File: src/rtl/inst_fetch_ctrl.sv
// inst_fetch_ctrl: instruction-fetch sequencer for the MIPS core.
// Owns the PC, addresses a combinational instruction ROM, captures the word into an
// IF/ID register handed to decode over valid/ready, and applies branch/jump redirects.
// Optional macro IFETCH_PERF_EN adds FetchCount/FlushCount performance counters.
module inst_fetch_ctrl #(
    parameter logic [31:0] RESET_PC = 32'h0000_0000
) (
    input  logic        CLK,
    input  logic        Reset_n,
    input  logic        Run,
    input  logic        Halt,
    output logic [31:0] Addr,
    input  logic [31:0] INST,
    output logic [31:0] InstOut,
    output logic [31:0] PCOut,
    output logic        Valid,
    input  logic        Ready,
    input  logic        BranchTaken,
    input  logic [31:0] BranchTarget,
    input  logic        Jump,
    input  logic [31:0] JumpTarget,
    output logic [1:0]  State
`ifdef IFETCH_PERF_EN
    ,
    output logic [31:0] FetchCount,
    output logic [31:0] FlushCount
`endif
);

    typedef enum logic [1:0] {
        StIdle   = 2'b00,
        StRun    = 2'b01,
        StHalted = 2'b10
    } state_e;

    state_e      r_state;
    state_e      w_state_next;
    logic [31:0] r_pc;
    logic [31:0] r_inst;
    logic [31:0] r_pc_out;
    logic        r_valid;
    logic        w_redirect;
    logic [31:0] w_target;
    logic        w_fire;

    // Redirect select: branch is older than jump, so it wins; targets are word aligned.
    always_comb begin
        w_redirect = BranchTaken | Jump;
        w_target   = BranchTaken ? BranchTarget : JumpTarget;
        w_target   = {w_target[31:2], 2'b00};
        w_fire     = (r_state == StRun) && !Halt && (!r_valid || Ready) && !w_redirect;
    end

    // Run/halt state register.
    always_ff @(posedge CLK or negedge Reset_n) begin
        if (!Reset_n) begin
            r_state <= StIdle;
        end else begin
            r_state <= w_state_next;
        end
    end

    // Next-state logic; IDLE is left only once and re-entered only through reset.
    always_comb begin
        w_state_next = r_state;
        unique case (r_state)
            StIdle:   if (Run && !Halt) w_state_next = StRun;
            StRun:    if (Halt) w_state_next = StHalted;
            StHalted: if (Run && !Halt) w_state_next = StRun;
            default:  w_state_next = StIdle;
        endcase
    end

    // PC and IF/ID register: redirect squashes, else fetch, else drain on consume.
    always_ff @(posedge CLK or negedge Reset_n) begin
        if (!Reset_n) begin
            r_pc     <= RESET_PC;
            r_inst   <= 32'h0;
            r_pc_out <= 32'h0;
            r_valid  <= 1'b0;
        end else if (w_redirect) begin
            r_pc    <= w_target;
            r_valid <= 1'b0;
        end else if (w_fire) begin
            r_inst   <= INST;
            r_pc_out <= r_pc;
            r_valid  <= 1'b1;
            r_pc     <= r_pc + 32'd4;
        end else if (r_valid && Ready) begin
            r_valid <= 1'b0;
        end
    end

`ifdef IFETCH_PERF_EN
    logic [31:0] r_fetch_cnt;
    logic [31:0] r_flush_cnt;

    // Performance counters; both wrap naturally at 2^32.
    always_ff @(posedge CLK or negedge Reset_n) begin
        if (!Reset_n) begin
            r_fetch_cnt <= 32'h0;
            r_flush_cnt <= 32'h0;
        end else begin
            if (w_fire) r_fetch_cnt <= r_fetch_cnt + 32'd1;
            if (w_redirect) r_flush_cnt <= r_flush_cnt + 32'd1;
        end
    end

    assign FetchCount = r_fetch_cnt;
    assign FlushCount = r_flush_cnt;
`endif

    assign Addr    = r_pc;
    assign InstOut = r_inst;
    assign PCOut   = r_pc_out;
    assign Valid   = r_valid;
    assign State   = r_state;

endmodule

File: config.mk
export PLATFORM = sky130hd
export DESIGN_NAME = inst_fetch_ctrl
export DESIGN_NICKNAME = d
export VERILOG_FILES = /design/src/rtl/inst_fetch_ctrl.sv
export SDC_FILE = /design/constraint.sdc
export NUM_CORES = 1
export LEC_CHECK = 0
export CAP_MARGIN = 40
export CORE_ASPECT_RATIO = 1.5
export CORE_UTILIZATION = 40
export DETAILED_ROUTE_END_ITERATION = 8
export PLACE_DENSITY = 0.77
export SLEW_MARGIN = 10
export SYNTH_ARGS = -nofsm -noshare
export SYNTH_HDL_FRONTEND = slang
export SYNTH_SLANG_ARGS = --single-unit
File: constraint.sdc
create_clock -name CLK -period 6.1 [get_ports CLK]
set_input_delay 1.22 -clock CLK [delete_from_list [all_inputs] [get_ports CLK]]
set_output_delay 1.22 -clock CLK [all_outputs]
set_load 0.1 [all_outputs]
Word level (Yosys, flattened, before mapping)
Cells that the tools add are included.
{"block": "word_totals", "register_bits": 99, "word_cells": 36}
{"block": "op_classes", "bitwise": 2, "n_eq_ne": 4, "muxes": 9, "n_addsub": 1, "reduce_logical": 15}
{"op": "32-bit two-way mux", "count": 3}
{"op": "32-bit by 3-bit adder with 32-bit output, second input constant", "count": 1}
{"op": "1-bit logical AND", "count": 5}
{"op": "2-bit two-way mux", "count": 2}
{"op": "2-bit one-hot mux with 2 select lines", "count": 1}
{"op": "2-bit AND reduction", "count": 2}
{"op": "1-bit logical NOT", "count": 3}
{"op": "1-bit two-way mux", "count": 3}
{"op": "3-bit nonzero test", "count": 1}
{"op": "2-bit by 1-bit == test with 1-bit output, second input constant", "count": 1}
{"op": "2-bit == test, second input constant", "count": 1}
{"op": "2-bit logical NOT", "count": 1}
{"op": "2-bit by 1-bit != test with 1-bit output, second input constant", "count": 1}
{"op": "2-bit != test, second input constant", "count": 1}
{"op": "2-bit nonzero test", "count": 1}
{"op": "2-bit OR reduction", "count": 1}
{"op": "1-bit logical OR", "count": 1}
{"op": "1-bit inverter", "count": 1}
{"op": "1-bit bitwise OR", "count": 1}

Logic depth before layout (Yosys ltp)
{"block": "logic_depth", "depth_word": 6, "ltp_mapped": 9, "mapped_depth_nobuf": 6}

Worst setup path before layout
No wires, ideal clock.
{"block": "synth_path", "path_type": "register to register", "from": "register r_pc[16], in the netlist Addr[16]", "to": "register r_pc[27], in the netlist Addr[27]", "setup_time_ps": 71, "slack_ps": 3281, "n_path_buf": 1, "arrival_time_ps": 2748, "required_ps": 6029, "path_stages_with_launch": 7, "synth_period_minus_slack_ps": 2819, "path_cell_list": "dfrtp_1 nand3_1 or4_1 buf_2 or2_4 or4_1 nand3_1"}
{"block": "synth_between", "elab_chain_cells": 3}
{"item": "start: declaration", "line_no": "38", "rtl": "logic [31:0] r_pc;"}
{"item": "start signal: assignment", "line_no": "82", "rtl": "r_pc <= w_target;"}
{"item": "start signal: assignment", "line_no": "88", "rtl": "r_pc <= r_pc + 32'd4;"}
{"item": "32-bit by 3-bit adder with 32-bit output", "line_no": "88"}
{"item": "32-bit two-way mux", "line_no": "84", "rtl": "end else if (w_fire) begin"}
{"item": "32-bit two-way mux", "line_no": "81", "rtl": "end else if (w_redirect) begin"}
Every way passes these cells. The select of a mux whose other input is x is not followed.
A chain may end at the register's enable or synchronous reset.

Final worst setup path
{"block": "layout_path", "from": "input port BranchTaken", "to": "register r_pc[25], in the netlist Addr[25]"}
{"block": "layout_between", "elab_chain_cells": 4, "word_cells_on_any_way": 6}
{"item": "start: declaration", "line_no": "18", "rtl": "input logic BranchTaken,"}
{"item": "1-bit bitwise OR", "line_no": "48", "rtl": "w_redirect = BranchTaken | Jump;"}
{"item": "1-bit logical NOT", "line_no": "51", "rtl": "w_fire = (r_state == StRun) && !Halt && (!r_valid || Ready) && !w_redirect;"}
{"item": "1-bit logical AND", "line_no": "51"}
{"item": "2-bit nonzero test (no line)"}
Several ways; a longest one is shown, not always the timed one.

==> impl_results.md <==
- Status: finished, final reports clean
- Initial antenna violation count: 0
- Slew at the pin closest to its max-slew limit: 0.929 ns
- Top area cells in the synthesized netlist: dfrtp_1, mux2_2, o21ai_0
- Min Clock Period, post-route: around 3.8 ns
- GR Overflow Total: 0
- Unrepaired setup endpoints after global routing: false
- Gpl congestion: 0.894
- Origin of the critical flop-to-flop path: Addr[15]
- Slowest cell delay on critical path: 0.94 ns
- Post-synthesis cell count: 414
- Flop-to-flop setup slack: between 3 and 4 ns
- DRC: 0
- Top Family by Delay on Critical Path: buffers and inverters
- Global-route wire length before repair: 24800 um
- Crit path max fanout: 18
- Post-synthesis sequential area ratio: ~52%
- Worst slack, placed: just under 2 ns
- Commonest non-fill, non-tap cells in the layout: clkdlybuf4s50_1, dfrtp_1, buf_8
- Iter 0 DRT Violations: about 260
- Unique masters post-synth: 51
- Final hold violation count: 0
- Post-layout nets: 799
- Vias in the first global route: ~4800
- Max-slew violation count: 0
- Multi-input logic area: between 2000 and 2500 um2
- Asr flop ratio synth: 100%
- Total track usage: between 20% and 30%
- I/O Buffers: slightly below 200
- Die Area: 11900 um2
- Max Cap Viol: 0
- Dpl hpwl: ~12000 um
- Clock Latency Late Sink: 0.34 ns
- Post-route ant nets: 0
- Buf/Inv on CP: 2
- Die Width: between 80 and 90 um
- CTS buffer count: 9
- Yosys top cell area share: approximately half
- Commonest non-fill, non-tap cell in the layout: clkdlybuf4s50_1
- Vias per cell: 5.46
- Area Overhead vs Synth: 88.8%
- CTS tree: done
- Area leader, netlist: dfrtp_1
- CTS H-tree depth: 3
- Initial Util: between 40% and 50%
- Number of enable flip-flop cells after synthesis: 0
- Fillers: between 600 and 700
- Clock skew: 0.00598 ns
- Critical Path AT: approximately 4 ns
- Critical Path RT: between 6 and 7 ns
- CTS resizes: 0
- Final Util: between 70% and 80%
- Worst relative slew slack: ~38%
- VDD IR-drop max: roughly 0.26 mV
- Slowest CP cell: nor2b_1
- Core Footprint: 11100 um2
- Hold_sp: PCOut[31]
- Seq. cell area: around 2400 um2
- Max frequency: roughly 0.27 GHz
- Mapped Avg Cell Area: between 10 and 15 um2
- Cell breakdown of the critical path: clkdlybuf4s50_1 -> nor2b_1 -> buf_4 -> a22o_1 -> o22ai_1 -> a311oi_1
- Placed cell count: between 800 and 900
- Hold EP: PCOut[31]
- Setup ws final: about 2.3 ns
- Critical path startpoint category: input port
- Drt total wl: between 15000 and 20000 um
- Hold Path Stages: 2
- Wire per inst: around 19 um
- Postcts setup bufs: 0
- Pre-antenna DRT Iters: 6
- Hold-fix buffers, CTS: 0
- DR vias: 4623
- Hold WC Path Type: reg2reg
- Final non-filler cell area: ~8600 um2
- Pwr dens: 466 nW/um2
- Final setup viols: 0
- Post-Layout Cell Count: 846
- P_leak: roughly 3.7 nW
- Reg2Reg Depth: 5
- Final Cycle Share: 61.7%
- Row count: 47
- Chip Height: approximately 130 um
- Crit Reg-Reg Endpoint: Addr[27]
- Root buf cell: clkbuf_16
- CP endpoint kind: flip-flop
- Synth warnings: 0
- # clock sinks: 95
- Share of cells above drive strength 1: roughly 27%
- Clk pin slew, worst setup/hold paths: roughly 0.060 ns
- Clock Path Buffers: 2
- Critical path class: in2reg
- Synthesized flop and latch total: between 90 and 100
- Crit. Startpoint: BranchTaken
- Synthesized cell area: 4580 um2
- Ys flop type: dfrtp_1
- Placed instance area: 8310 um2
- Largest net degree at the start of global routing: 71
- Ant. Diodes: 0
- I/O pin cnt: 202
- Post-route setup TNS: 0 ns
-- through the flow --
step | hold slack, ns | power (mW)
floorplan | 0.924 | 2.32
global placement | 0.470 | 2.79
detailed placement | 0.479 | 3.48
CTS | 0.493 | 4.04
global route | 0.521 | 4.14
finish | 0.485 | 4.02
-- Yosys cell counts, types with 2 or more instances --
library cell / instances
and2_1: 4
a22o_1: 6
buf_4: 4
nand2b_1: 5
nor2b_1: 2
nand2_1: 28
a2bb2oi_1: 6
or3_1: 2
mux2_2: 58
nor3b_1: 2
buf_1: 6
xnor2_1: 9
xor2_1: 2
nand4_1: 9
a21oi_1: 18
and3_1: 5
nor4_1: 4
nor3_1: 12
o21ai_0: 24
a22oi_1: 15
clkbuf_1: 15
o22ai_1: 5
or2_2: 3
inv_1: 7
or4_1: 2
a31oi_1: 5
buf_2: 2
buf_6: 2
mux2i_1: 4
o221ai_1: 3
a211oi_1: 2
nand3_1: 14
o41ai_1: 2
dfrtp_1: 95
nor2_1: 15
a222oi_1: 2
-- where the power goes --
| part | total [mW] | switching, mW | internal [mW] | leakage [nW] |
|---|---|---|---|---|
| sequential | 0.907 | 0.113 | 0.794 | 1.20 |
| clock | 0.566 | 0.228 | 0.337 | 0.145 |
| combinational | 2.55 | 1.58 | 0.972 | 2.33 |
-- cells by family after synthesis --
family          after synthesis  share of synthesized area (%)
simple gates                111                           12.5
compound gates               97                           14.2
flops                        95                           52.0
mux                          62                           15.1
buf+inv                      36                           3.66
xor+xnor                     11                           2.11
fa+ha+maj                     1                          0.273
other cells                   1                         0.0820
-- registers in the layout (all words and copies together), names as in the netlist --
signal,cells
InstOut,32
Addr,30
PCOut,30
State,2
Valid,1
-- layout make-up --
type / instances / share of cell area (%)
tap: 147 / 2.13
inverter: 7 / 0.304
clock buffer: 12 / 2.97
clock inverter: 3 / 0.492
timing repair buffer: 296 / 42.9
multi-input combinational: 286 / 23.7
sequential: 95 / 27.5
-- routing by layer --
layer,vias up,global-route usage [%],part of all wire [%]
li1,2084,-,-
met1,2232,30.6,35
met2,260,50.3,55
met3,47,5.12,6.1
met4,0,12.3,3.4
met5,-,0,0
-- worst register-to-register path: stages (launching register included) --
cell	delay (ns)
dfrtp_1	0.47
nand3_1	0.25
or4_1	0.65
or2_4	0.32
or4_1	0.47
nand3_1	0.09
-- how the worst max path moves through the flow --
stage	slack (ns)	depth (start not counted)	end
floorplan	3.28	6	Addr[27]
global placement	1.97	6	Addr[27]
detailed placement	1.96	6	Addr[27]
CTS	2.32	6	Addr[27]
global route	2.25	6	Addr[25]
finish	2.33	6	Addr[25]
Power figures use the tool's default switching activity.
